### src/rtl/dedicated_processor_param_if.sv
// ----------------------------------------------------------------------------
// dedicated_processor_param_if: start/done handshake and result bus.
// Rev 1.0
// ----------------------------------------------------------------------------
`default_nettype none

interface dedicated_processor_param_if #(
  parameter int DATA_W = 8
);
  logic              start;
  logic [1:0]        mode;
  logic [DATA_W-1:0] limit;
  logic              busy;
  logic              done;
  logic              err;
  logic              overflow;
  logic [DATA_W-1:0] OutPort;

  modport master (
    output start, mode, limit,
    input  busy, done, err, overflow, OutPort
  );

  modport slave (
    input  start, mode, limit,
    output busy, done, err, overflow, OutPort
  );
endinterface

`default_nettype wire

### src/rtl/dedicated_processor_param.sv
// ----------------------------------------------------------------------------
// dedicated_processor_param: FSM-driven RF/adder datapath running SUM, FIB or COUNT.
// Rev 1.0
// ----------------------------------------------------------------------------
`default_nettype none

module dedicated_processor_param #(
  parameter int DATA_W   = 8,
  parameter int RF_DEPTH = 8
) (
  input  logic                      clk,
  input  logic                      reset,
  dedicated_processor_param_if.slave bus
);

  localparam int AW = $clog2(RF_DEPTH);
  localparam logic [AW-1:0] c_r1 = AW'(1);
  localparam logic [AW-1:0] c_r2 = AW'(2);
  localparam logic [AW-1:0] c_r3 = AW'(3);
  localparam logic [1:0] c_sum   = 2'd0;
  localparam logic [1:0] c_fib   = 2'd1;
  localparam logic [1:0] c_count = 2'd2;
  localparam logic [1:0] c_bad   = 2'd3;

  typedef enum logic [2:0] {
    S_IDLE, S_INIT, S_CMP, S_INC, S_ACC, S_OUT, S_DONE
  } state_t;

  state_t            r_state;
  logic [DATA_W-1:0] r_rf [RF_DEPTH];
  logic [DATA_W-1:0] r_cnt;
  logic [DATA_W-1:0] r_limit;
  logic [1:0]        r_mode;
  logic              r_busy;
  logic              r_done;
  logic              r_err;
  logic              r_ovf;
  logic [DATA_W-1:0] r_out;

  logic              w_add_en;
  logic [DATA_W-1:0] w_a;
  logic [DATA_W-1:0] w_b;
  logic [DATA_W-1:0] w_sum;
  logic              w_carry;

  // Single shared adder; operands are zero when no add is scheduled so the
  // carry can only flag real ALU operations.
  always_comb begin
    w_add_en = 1'b0;
    w_a      = '0;
    w_b      = '0;
    case (r_state)
      S_INC: begin
        w_add_en = 1'b1;
        w_a      = r_rf[c_r1];
        w_b      = (r_mode == c_fib) ? r_rf[c_r2] : DATA_W'(1);
      end
      S_ACC: begin
        if (r_mode == c_sum) begin
          w_add_en = 1'b1;
          w_a      = r_rf[c_r2];
          w_b      = r_rf[c_r1];
        end
      end
      default: ;
    endcase
  end

  assign {w_carry, w_sum} = {1'b0, w_a} + {1'b0, w_b};

  always_ff @(posedge clk or negedge reset) begin
    if (!reset) begin
      r_state <= S_IDLE;
      for (int i = 0; i < RF_DEPTH; i++) r_rf[i] <= '0;
      r_cnt   <= '0;
      r_limit <= '0;
      r_mode  <= '0;
      r_busy  <= 1'b0;
      r_done  <= 1'b0;
      r_err   <= 1'b0;
      r_ovf   <= 1'b0;
      r_out   <= '0;
    end else begin
      r_done <= 1'b0;
      r_err  <= 1'b0;
      if (w_add_en && w_carry) r_ovf <= 1'b1;
      case (r_state)
        S_IDLE: begin
          if (bus.start) begin
            r_mode  <= bus.mode;
            r_limit <= bus.limit;
            r_busy  <= 1'b1;
            r_state <= S_INIT;
          end
        end
        S_INIT: begin
          r_cnt      <= '0;
          r_out      <= '0;
          r_ovf      <= 1'b0;
          r_rf[c_r1] <= '0;
          r_rf[c_r2] <= (r_mode == c_fib) ? DATA_W'(1) : '0;
          r_rf[c_r3] <= '0;
          if (r_mode == c_bad) begin
            r_done  <= 1'b1;
            r_err   <= 1'b1;
            r_state <= S_DONE;
          end else begin
            r_state <= S_CMP;
          end
        end
        S_CMP: begin
          if (r_cnt < r_limit) begin
            r_state <= S_INC;
          end else begin
            r_done  <= 1'b1;
            r_state <= S_DONE;
          end
        end
        S_INC: begin
          if (r_mode == c_fib) r_rf[c_r3] <= w_sum;
          else                 r_rf[c_r1] <= w_sum;
          r_state <= S_ACC;
        end
        S_ACC: begin
          if (r_mode == c_sum)      r_rf[c_r2] <= w_sum;
          else if (r_mode == c_fib) r_rf[c_r1] <= r_rf[c_r2];
          r_state <= S_OUT;
        end
        S_OUT: begin
          case (r_mode)
            c_sum:   r_out <= r_rf[c_r2];
            c_fib: begin
              r_rf[c_r2] <= r_rf[c_r3];
              r_out      <= r_rf[c_r1];
            end
            c_count: r_out <= r_rf[c_r1];
            default: ;
          endcase
          r_cnt   <= r_cnt + DATA_W'(1);
          r_state <= S_CMP;
        end
        S_DONE: begin
          r_busy  <= 1'b0;
          r_state <= S_IDLE;
        end
        default: begin
          r_busy  <= 1'b0;
          r_state <= S_IDLE;
        end
      endcase
    end
  end

  assign bus.busy     = r_busy;
  assign bus.done     = r_done;
  assign bus.err      = r_err;
  assign bus.overflow = r_ovf;
  assign bus.OutPort  = r_out;

endmodule

`default_nettype wire

### src/flat_wrapper.sv
// flat-port wrapper written by rule: the top's interface ports become plain ports
module dedicated_processor_param_flat 
#(
  parameter int DATA_W   = 8,
  parameter int RF_DEPTH = 8
)
  (clk, reset, bus_start, bus_mode, bus_limit, bus_busy, bus_done, bus_err, bus_overflow, bus_OutPort);
  dedicated_processor_param_if #(.DATA_W(DATA_W)) bus_i ();
  input  logic clk;
  input  logic reset;
  input wire logic [$bits(bus_i.start)-1:0] bus_start;
  input wire logic [$bits(bus_i.mode)-1:0] bus_mode;
  input wire logic [$bits(bus_i.limit)-1:0] bus_limit;
  output wire logic [$bits(bus_i.busy)-1:0] bus_busy;
  output wire logic [$bits(bus_i.done)-1:0] bus_done;
  output wire logic [$bits(bus_i.err)-1:0] bus_err;
  output wire logic [$bits(bus_i.overflow)-1:0] bus_overflow;
  output wire logic [$bits(bus_i.OutPort)-1:0] bus_OutPort;
  assign bus_i.start = bus_start;
  assign bus_i.mode = bus_mode;
  assign bus_i.limit = bus_limit;
  assign bus_busy = bus_i.busy;
  assign bus_done = bus_i.done;
  assign bus_err = bus_i.err;
  assign bus_overflow = bus_i.overflow;
  assign bus_OutPort = bus_i.OutPort;
  dedicated_processor_param #(.DATA_W(DATA_W), .RF_DEPTH(RF_DEPTH)) u_core (.clk(clk), .reset(reset), .bus(bus_i));
endmodule
### config.mk
export PLATFORM = sky130hd
export DESIGN_NAME = dedicated_processor_param_flat
export DESIGN_NICKNAME = d
export VERILOG_FILES = /design/src/rtl/dedicated_processor_param_if.sv /design/src/rtl/dedicated_processor_param.sv /design/src/flat_wrapper.sv
export SDC_FILE = /design/constraint.sdc
export NUM_CORES = 1
export LEC_CHECK = 0
export BUFFER_PORTS_ARGS = -buffer_cell sky130_fd_sc_hd__buf_2
export CAP_MARGIN = 0
export CORE_MARGIN = 4
export CORE_UTILIZATION = 50
export DETAILED_ROUTE_END_ITERATION = 10
export GPL_TIMING_DRIVEN = 0
export PLACE_DENSITY = 0.78
export SETUP_SLACK_MARGIN = 0.05
export SLEW_MARGIN = 20
export SYNTH_ARGS = -nofsm -noshare
export SYNTH_HDL_FRONTEND = slang
export SYNTH_SLANG_ARGS = --single-unit
### constraint.sdc
create_clock -name clk -period 8.45 [get_ports clk]
set_input_delay 0.845 -clock clk [delete_from_list [all_inputs] [get_ports clk]]
set_output_delay 0.845 -clock clk [all_outputs]
set_load 0.01 [all_outputs]
==> impl_metrics.ini <==
[outcome]
status = complete, no violations

[sta]
setup-tns-final_ps = 0
setup-violations-final = 0
final.setup.worst_slack_ps = 5220
relSlewSlack_pct = 52.5
fmax_mhz = 310
tightest_slew_ps = 713
rsz0062_at_grt = no
finalCritPeriodShare_pct = 38.2
finClkSkew_ps = 11.1
hold_slack_ps = 477
final_hold_viol_count = 0
slew_viol_final = 0
fin_crit_ps = 3230

[floorplanning]
dieArea_mm2 = 0.00813
coreArea_mm2 = 0.00646
start_util_pct = 52.3
io_pins = 25
die_h_um = 90.2
dieWidth_um = 90.2
fp-row-count = 29

[synth]
synth.distinct_cells = 56
syn_nets = 390
yosysWarnings = 0
synthesis.area_mm2 = 0.00338
yosys_register_bits = 57
avgSynthCellArea_um2 = 9.46
netlist_instances = 357
yosysSeqAreaShare_pct = 42.3

[pwr]
p_leak_nw = 1.77
pwr_density_cell_mw_per_mm2 = 263
power.ir.vdd_worst_mv = 0.0995

[clocking]
clock-sinks = 57
post-cts-setup-buffers = 0
clk_latency_ps = 340
ctsHoldBuffers = 0
cts_buffer_depth = 2
tritoncts.num_buffers = 9
cts_resized = 0
cts_root_buf = clkbuf_8
htree_levels = 3
cts_tree = done
clk_pin_slew_ps = 60

[worst_setup_path]
required_ps = 8690
crit_path_start_kind = flip-flop
endpoint_kind = flip-flop
arrival_ps = 3470
crit_type = reg2reg
worstPathMaxFanout = 10

[placement]
dpl.hpwl_um = 5310
pre_cts_slack_ps = 5240
routabilityCongestion = 0.975
dp.cells = 458
io_buffers = 24

[detailed_routing]
drt_wl_total_um = 7450
avgRoutedWirePerCell_um = 15.8
first_iter_violations = 143
via_count = 2748
via_per_inst = 5.81
first_pass_iters = 4
drc_errors = 0
ant_nets = 0

[global_routing]
grt_pass1_wl_um = 12900
grt_pass1_vias = 2634
antenna_found_initial = 0
grt_use_total_pct = 19.6
grt_max_degree = 58
overflow = 0

[final_layout]
layout-drive-gt1-share_pct = 18.9
layout_commonest_cell = dfrtp_1
final_util_pct = 58.4
final_cell_mix = dfrtp_1 (57), nand2_1 (45), buf_2 (32), o21ai_0 (31), inv_1 (23)
n_antenna_cell = 0
stdcell_count = 473
nets = 425
area_delta_synth_final_pct = 11.7

[min_path]
hold_path.class = reg2reg

[job]
drv_cap = 0
## state kept, by name, summed over array words and instances (netlist names)
name and flops:
u_core.r_mode 2, u_core.bus.busy 1, u_core.r_rf 24, u_core.bus.overflow 1
u_core.r_limit 8, u_core.r_state 3, u_core.bus.done 1, u_core.r_cnt 8
u_core.bus.OutPort 8, u_core.bus.err 1
## layout make-up
cell class	instances	area, um^2
buffer	21	131
clock buffer	11	131
clock inverter	4	45.0
fill	561	2690
inverter	26	97.6
multi-input combinational	253	1720
sequential	57	1430
tap	77	96.3
timing repair buffer	24	123
## per-stage QoR
step | area, um^2 | power [mW]
after CTS | 3770 | 0.992
after floorplan | 3380 | 0.644
final | 3770 | 0.990
after detailed placement | 3590 | 0.753
after global routing | 3770 | 1.06
after global placement | 3590 | 0.743
## layer usage
metal / global-route usage (%) / vias up / part of all wire [%] / wire (um)
met5: 0 / - / 0 / 0
met4: 5.61 / 0 / 1.4 / 108
met3: 4.17 / 12 / 5.0 / 371
met2: 30.4 / 66 / 47 / 3490
met1: 27.7 / 1339 / 47 / 3480
li1: - / 1331 / - / -
## synthesized netlist by cell type, drive strengths merged
cell type,number,area [um^2]
a211o,2,17.5
a211oi,3,22.5
a21boi,1,7.51
a21o,5,37.5
a21oi,15,78.8
a22o,14,123
a22oi,2,15.0
a32oi,7,68.8
and2,3,18.8
and2b,1,7.51
and3b,1,8.76
and4,1,8.76
buf,17,116
clkbuf,4,15.0
clkinv,1,3.75
dfrtp,57,1430
fa,1,20.0
ha,19,238
inv,25,93.8
mux2,12,139
mux2i,1,10.0
nand2,45,169
nand2b,3,18.8
nand3,16,80.1
nand4,1,6.26
nand4b,1,8.76
nor2,15,66.3
nor2b,4,25.0
nor3,4,20.0
nor3b,1,18.8
nor4,1,12.5
nor4b,1,8.76
o211a,1,10.0
o21a,1,7.51
o21ai,44,220
o21bai,3,22.5
o221ai,1,8.76
o2bb2a,1,10.0
o31ai,8,75.1
or2,2,12.5
or3,2,12.5
or4,1,7.51
xnor2,4,35.0
xor2,5,43.8
## worst max-delay path: stages (launching register included)
cell	delay, ps
dfrtp_1	400
inv_1	80
ha_1	210
clkinv_1	160
nor2_2	340
buf_2	310
nand2_1	80
o21ai_1	80
ha_1	180
inv_1	50
fa_1	400
nor2b_1	160
o21bai_1	100
a21boi_0	170
o21bai_1	160
o31ai_1	260
## logic make-up after synthesis
logic type / count (synthesis) / share of synthesized area, %
AOI/OAI and AO/OA: 108 / 21.5
and+or+nand+nor: 103 / 15.1
muxes: 13 / 4.41
adders and majority gates: 20 / 7.64
buffers and inverters: 47 / 6.78
xor gates and xnor gates: 9 / 2.33
DFF: 57 / 42.3
## path summary, 6_finish.rpt
kind	startpoint	to	slack, ps	cells after the start
worst max-delay path	u_core.r_mode[0]	u_core.r_rf[54]	5220	15
worst max register to register	u_core.r_mode[0]	u_core.r_rf[54]	5220	15
max in group asynchronous	reset	u_core.bus.OutPort[2]	7410	1
worst min-delay path	u_core.bus.busy	u_core.bus.busy	480	1
worst min register to register	u_core.bus.busy	u_core.bus.busy	480	1
min in group asynchronous	reset	u_core.bus.busy	560	1
## report_power, final
group	internal [mW]	switching, mW
sequential	0.319	0.0310
clock	0.133	0.106
combinational	0.144	0.258
Power figures use the tool's default switching activity.
